File: src/rtl/rotary_pkg.sv
// Shared constants for the rotary phase controller: value width and
// default timing/limit parameters.
package rotary_pkg;

    localparam int VALUE_W          = 16;
    localparam int POLL_DIV_DEF     = 2700;
    localparam int DEBOUNCE_CNT_DEF = 10;
    localparam int MAX_VALUE_DEF    = 338;

endpackage

File: src/rtl/input_debounce.sv
// One raw asynchronous input: 2-flop synchronizer, poll-tick debouncer
// and single-clk rise/fall pulses issued on the tick the level flips.
module input_debounce
    import rotary_pkg::*;
#(
    parameter int   DEBOUNCE_CNT = DEBOUNCE_CNT_DEF,
    parameter logic RST_LEVEL    = 1'b0
) (
    input  logic clk,
    input  logic rst,
    input  logic raw_i,
    input  logic tick_i,
    output logic level_o,
    output logic rise_o,
    output logic fall_o
);

    localparam int CNT_W = (DEBOUNCE_CNT > 1) ? $clog2(DEBOUNCE_CNT + 1) : 1;

    logic             sync1_q;
    logic             sync2_q;
    logic             level_q;
    logic             level_d;
    logic [CNT_W-1:0] cnt_q;
    logic [CNT_W-1:0] cnt_d;
    logic             toggle;

    always_comb begin
        toggle  = 1'b0;
        cnt_d   = cnt_q;
        level_d = level_q;
        if (tick_i) begin
            if (sync2_q != level_q) begin
                // Last differing sample of the run flips the level.
                if (cnt_q == CNT_W'(DEBOUNCE_CNT - 1)) begin
                    toggle  = 1'b1;
                    cnt_d   = '0;
                    level_d = ~level_q;
                end else begin
                    cnt_d = cnt_q + CNT_W'(1);
                end
            end else begin
                cnt_d = '0;
            end
        end
    end

    always_ff @(posedge clk) begin
        if (rst) begin
            sync1_q <= RST_LEVEL;
            sync2_q <= RST_LEVEL;
            level_q <= RST_LEVEL;
            cnt_q   <= '0;
        end else begin
            sync1_q <= raw_i;
            sync2_q <= sync1_q;
            level_q <= level_d;
            cnt_q   <= cnt_d;
        end
    end

    assign level_o = level_q;
    assign rise_o  = toggle & ~level_q;
    assign fall_o  = toggle &  level_q;

endmodule

File: src/rtl/rotary_phase_ctrl.sv
// Rotary encoder phase-offset controller: poll prescaler, three debounced
// inputs, detent decode and a bounded (saturating or wrapping) value register.
module rotary_phase_ctrl
    import rotary_pkg::*;
#(
    parameter int POLL_DIV     = POLL_DIV_DEF,
    parameter int DEBOUNCE_CNT = DEBOUNCE_CNT_DEF,
    parameter int MAX_VALUE    = MAX_VALUE_DEF,
    parameter int WRAP         = 0
) (
    input  logic               clk,
    input  logic               rst,
    input  logic               rotary_a,
    input  logic               rotary_b,
    input  logic               slide_sw,
    output logic [VALUE_W-1:0] value,
    output logic               step,
    output logic               dir,
    output logic               cleared
);

    localparam int                 DIV_W = (POLL_DIV > 1) ? $clog2(POLL_DIV) : 1;
    localparam logic [VALUE_W-1:0] MAX_V = VALUE_W'(MAX_VALUE);

    logic [DIV_W-1:0]   div_q;
    logic [DIV_W-1:0]   div_d;
    logic               tick;

    logic               a_level, a_rise, a_fall;
    logic               b_level, b_rise, b_fall;
    logic               sw_level, sw_rise, sw_fall;
    logic               unused_dbnc;

    logic [VALUE_W-1:0] value_q, value_d;
    logic               step_q, step_d;
    logic               dir_q, dir_d;
    logic               cleared_q, cleared_d;

    assign tick  = (div_q == DIV_W'(POLL_DIV - 1));
    assign div_d = tick ? '0 : div_q + DIV_W'(1);

    input_debounce #(.DEBOUNCE_CNT(DEBOUNCE_CNT), .RST_LEVEL(1'b1)) u_dbnc_a (
        .clk(clk), .rst(rst), .raw_i(rotary_a), .tick_i(tick),
        .level_o(a_level), .rise_o(a_rise), .fall_o(a_fall)
    );

    input_debounce #(.DEBOUNCE_CNT(DEBOUNCE_CNT), .RST_LEVEL(1'b1)) u_dbnc_b (
        .clk(clk), .rst(rst), .raw_i(rotary_b), .tick_i(tick),
        .level_o(b_level), .rise_o(b_rise), .fall_o(b_fall)
    );

    input_debounce #(.DEBOUNCE_CNT(DEBOUNCE_CNT), .RST_LEVEL(1'b0)) u_dbnc_sw (
        .clk(clk), .rst(rst), .raw_i(slide_sw), .tick_i(tick),
        .level_o(sw_level), .rise_o(sw_rise), .fall_o(sw_fall)
    );

    // Only A falling, B level and switch rising drive the value logic.
    assign unused_dbnc = ^{a_level, a_rise, b_rise, b_fall, sw_level, sw_fall};

    always_comb begin
        value_d   = value_q;
        step_d    = 1'b0;
        dir_d     = dir_q;
        cleared_d = 1'b0;
        if (sw_rise) begin
            value_d   = '0;
            cleared_d = 1'b1;
        end else if (a_fall) begin
            if (b_level) begin
                if (value_q >= MAX_V) begin
                    value_d = (WRAP != 0) ? '0 : MAX_V;
                end else begin
                    value_d = value_q + VALUE_W'(1);
                end
            end else begin
                if (value_q == '0) begin
                    value_d = (WRAP != 0) ? MAX_V : '0;
                end else begin
                    value_d = value_q - VALUE_W'(1);
                end
            end
            // A saturated request leaves both step and dir untouched.
            if (value_d != value_q) begin
                step_d = 1'b1;
                dir_d  = b_level;
            end
        end
    end

    always_ff @(posedge clk) begin
        if (rst) begin
            div_q     <= '0;
            value_q   <= '0;
            step_q    <= 1'b0;
            dir_q     <= 1'b1;
            cleared_q <= 1'b0;
        end else begin
            div_q     <= div_d;
            value_q   <= value_d;
            step_q    <= step_d;
            dir_q     <= dir_d;
            cleared_q <= cleared_d;
        end
    end

    assign value   = value_q;
    assign step    = step_q;
    assign dir     = dir_q;
    assign cleared = cleared_q;

endmodule

File: config.mk
export PLATFORM = sky130hd
export DESIGN_NAME = rotary_phase_ctrl
export DESIGN_NICKNAME = d
export VERILOG_FILES = /design/src/rtl/rotary_pkg.sv /design/src/rtl/input_debounce.sv /design/src/rtl/rotary_phase_ctrl.sv
export SDC_FILE = /design/constraint.sdc
export NUM_CORES = 1
export LEC_CHECK = 0
export CAP_MARGIN = 20
export CORE_MARGIN = 10
export CORE_UTILIZATION = 58
export DETAILED_ROUTE_END_ITERATION = 16
export PLACE_DENSITY_LB_ADDON = 0.08
export SYNTH_ARGS = -nofsm -noshare
export SYNTH_HDL_FRONTEND = slang
export SYNTH_SLANG_ARGS = --single-unit
File: constraint.sdc
create_clock -name clk -period 3.65 [get_ports clk]
set_input_delay 0.73 -clock clk [delete_from_list [all_inputs] [get_ports clk]]
set_output_delay 0.73 -clock clk [all_outputs]
set_load 0.05 [all_outputs]
==> results by group <==
Clocking
  – Root buffer cell: sky130_fd_sc_hd__clkbuf_8
  – Clock-pin slew reported for the worst setup and hold paths after clock tree synthesis: 100 ps
  – Number of cells upsized or downsized after cts: 0
  – TritonCTS clock tree: yes
  – Number of levels in the clock H-tree: 2
  – Number of buffers added to fix hold violations after cts: 0
  – Max Root-Sink Buffers: 2
  – Setup Buffers After CTS: 0
  – CTS buffer count: 5
  – Number of clock sinks: 52
  – Clock latency on the worst-skew pair: 310 ps

Timing
  – Final worst clock skew: 8.82 ps
  – Period utilisation layout: 85.8%
  – Unrepaired setup endpoints after global routing: no
  – Smallest setup slack after layout: 519 ps
  – Setup TNS: 0 ps
  – Minimum period implied by the final worst setup slack: 3130 ps
  – Slew HR: 58.1%
  – Endpoints failing setup: 0
  – Final Hold Viols: 0
  – Highest clock frequency the design can meet: 0.319 GHz
  – Worst hold-check slack: 422 ps
  – Transition time of the tightest slew-check pin: 627 ps
  – Number of pins with negative max-slew slack in the final report: 0

Synth
  – Distinct cells, synth: 59
  – Post-Synthesis Cell Area: 2900 µm²
  – Synthesized area per cell: 8.12 µm²
  – Total of warnings raised by yosys: 0
  – Share of synthesized flip-flops with an asynchronous set or reset: 0%
  – Gate count after technology mapping: 357
  – Count of flip-flops with a built-in enable after synthesis: 0
  – Proportion of synthesized chip area in sequential cells: 35.9%
  – #FFs+latches synth: 52
  – Most common flop cell mapped by yosys: sky130_fd_sc_hd__dfxtp_1
  – Post-synthesis net count: 373

Worst hold path
  – Kind of path behind the tightest hold check: flop to flop

Route
  – Vias post-DR: 2620
  – Overall routed net length: 6640 µm
  – Initial DRT Pass Iterations: 4
  – Average wire length per cell after detail routing: 15.1 µm
  – # DRC: 0
  – Final ANT Viol Nets: 0
  – Iteration-0 DRC Markers: 222
  – Vias per inst: 5.95

GRT
  – Combined global-route utilization of all metal layers: 16.1%
  – Wire length of the first global-routing pass: 11600 µm
  – Number of global-route vias before repair: 2522
  – Overflow left after global routing: 0
  – Initial antenna violation count: 0
  – Pin count of the biggest net entering global routing: 21

Setup path
  – Kind of capture point of the worst setup path: flop
  – Crit-path max FO: 9
  – Crit start category: flop
  – CP Data Required Time: 3850 ps
  – Type of the worst setup path: flop to flop
  – Data arrival time of the worst path: 3330 ps

Die
  – Std-Cell Core Area: 4790 µm²
  – Initial core utilization: 60.6%
  – # IOs: 24
  – Die Footprint: 8230 µm²
  – Standard-cell row count: 25
  – Height of the die: 90.7 µm
  – X dimension of the die: 90.7 µm

Place
  – Half-perimeter wire length after detailed placement: 4770 µm
  – Placed Instance Area: 3160 µm²
  – Final weighted congestion in routability-driven placement: 0.950
  – Post-placement setup slack: 650 ps
  – Total instance count after detailed placement: 432
  – I/O Buffers: 23

Power
  – Power per cell area: 305 nW/µm²
  – Peak supply drop: 0.000214 V
  – Leakage: 1.21 nW
  – Power consumption: 0.997 mW

Final layout
  – Filler-free cell count of the finished design: 440
  – Nets: 388
  – Antenna fix cells: 0
  – Summed area of non-filler cells in the final layout: 3270 µm²
  – Utilization after layout: 68.4%
  – Synthesis-to-layout area growth: 12.9%
  – Layout cells sized above 1: 7.77%
  – Most common cell after layout, fill and taps aside: sky130_fd_sc_hd__dfxtp_1
  – Commonest cells after routing, fill and taps aside: sky130_fd_sc_hd__dfxtp_1, sky130_fd_sc_hd__nor2_1, sky130_fd_sc_hd__a21oi_1

Outcome
  – Result of the run: completed

Run
  – Max-cap viol count: 0
[final cells by class]
cell class                      count  area (µm²)
Multi-Input combinational cell    276        1730
Clock buffer                        5        68.8
Sequential cell                    52        1040
Fill cell                         406        1510
Tap cell                           67        83.8
Clock inverter                      3        42.5
Inverter                            9        33.8
Timing Repair Buffer               28         268
[flip-flops by register name, summed over array words and instances (netlist names), 4 cells and up]
name,cells
u_dbnc_sw.cnt_q,4
u_dbnc_a.cnt_q,4
value,16
u_dbnc_b.cnt_q,4
div_q,12
[metal layers]
| metal | global-route usage [%] | vias up | routed length [µm] |
|---|---|---|---|
| met1 | 19.1 | 1234 | 2950 |
| met3 | 3.08 | 13 | 295 |
| met4 | 6.37 | 0 | 106 |
| met5 | 0 | - | 0 |
| li1 | - | 1305 | - |
| met2 | 27.6 | 68 | 3300 |
[where the power goes]
part / total (mW) / switching (mW) / internal, mW
Combinational: 0.0256 / 0.0138 / 0.0118
Clock: 0.394 / 0.191 / 0.203
Sequential: 0.577 / 0.00437 / 0.573
Total: 0.997 / 0.209 / 0.788
[worst paths after layout]
check / slack (ps) / startpoint / endpoint / depth (start not counted)
max reg2reg: 520 / value[0] / dir / 10
max: 520 / value[0] / dir / 10
min: 420 / u_dbnc_a.sync1_q / u_dbnc_a.sync2_q / 1
min reg2reg: 420 / u_dbnc_a.sync1_q / u_dbnc_a.sync2_q / 1
[worst max-delay path, stage by stage (launching register included)]
cell and delay [ps]:
sky130_fd_sc_hd__dfxtp_1 490, sky130_fd_sc_hd__inv_1 200, sky130_fd_sc_hd__ha_1 230, sky130_fd_sc_hd__nor3b_1 130, sky130_fd_sc_hd__o211a_1 290, sky130_fd_sc_hd__o41ai_1 510, sky130_fd_sc_hd__nand3_1 230, sky130_fd_sc_hd__a221oi_2 320
sky130_fd_sc_hd__nand4_1 150, sky130_fd_sc_hd__and3_1 200, sky130_fd_sc_hd__a211o_1 260
[synthesized netlist by cell type, drive strengths merged, types with 2 or more instances]
cell | number | area share [%]
a211oi | 3 | 0.78
a21oi | 32 | 5.5
a311o | 2 | 0.69
a31oi | 4 | 0.86
and2 | 4 | 0.86
and3 | 9 | 1.9
and4 | 3 | 0.91
and4b | 2 | 0.69
buf | 7 | 1.4
clkbuf | 13 | 1.7
dfxtp | 52 | 36
ha | 11 | 4.7
inv | 9 | 1.2
mux2 | 2 | 0.78
nand2 | 28 | 3.6
nand2b | 3 | 0.65
nand3 | 13 | 2.2
nand3b | 3 | 0.78
nand4 | 4 | 0.86
nand4b | 4 | 1.4
nor2 | 41 | 5.5
nor2b | 6 | 1.3
nor3 | 10 | 1.7
nor3b | 4 | 1.2
nor4 | 6 | 2.0
nor4b | 3 | 1.1
o21ai | 25 | 4.3
o22ai | 2 | 0.43
o31ai | 2 | 0.52
or2 | 8 | 1.7
or3 | 8 | 1.9
or4 | 2 | 0.52
or4b | 3 | 1.2
xnor2 | 8 | 2.4
xor2 | 10 | 3.0
[cell families after synthesis]
| kind of cell | synth area share (%) |
|---|---|
| simple gates | 32.2 |
| compound gates | 16.4 |
| flops | 35.9 |
| buf+inv | 4.27 |
| xor+xnor | 5.44 |
| fa+ha+maj | 4.75 |
| mux | 1.12 |
(Power assumes the default switching activity.)
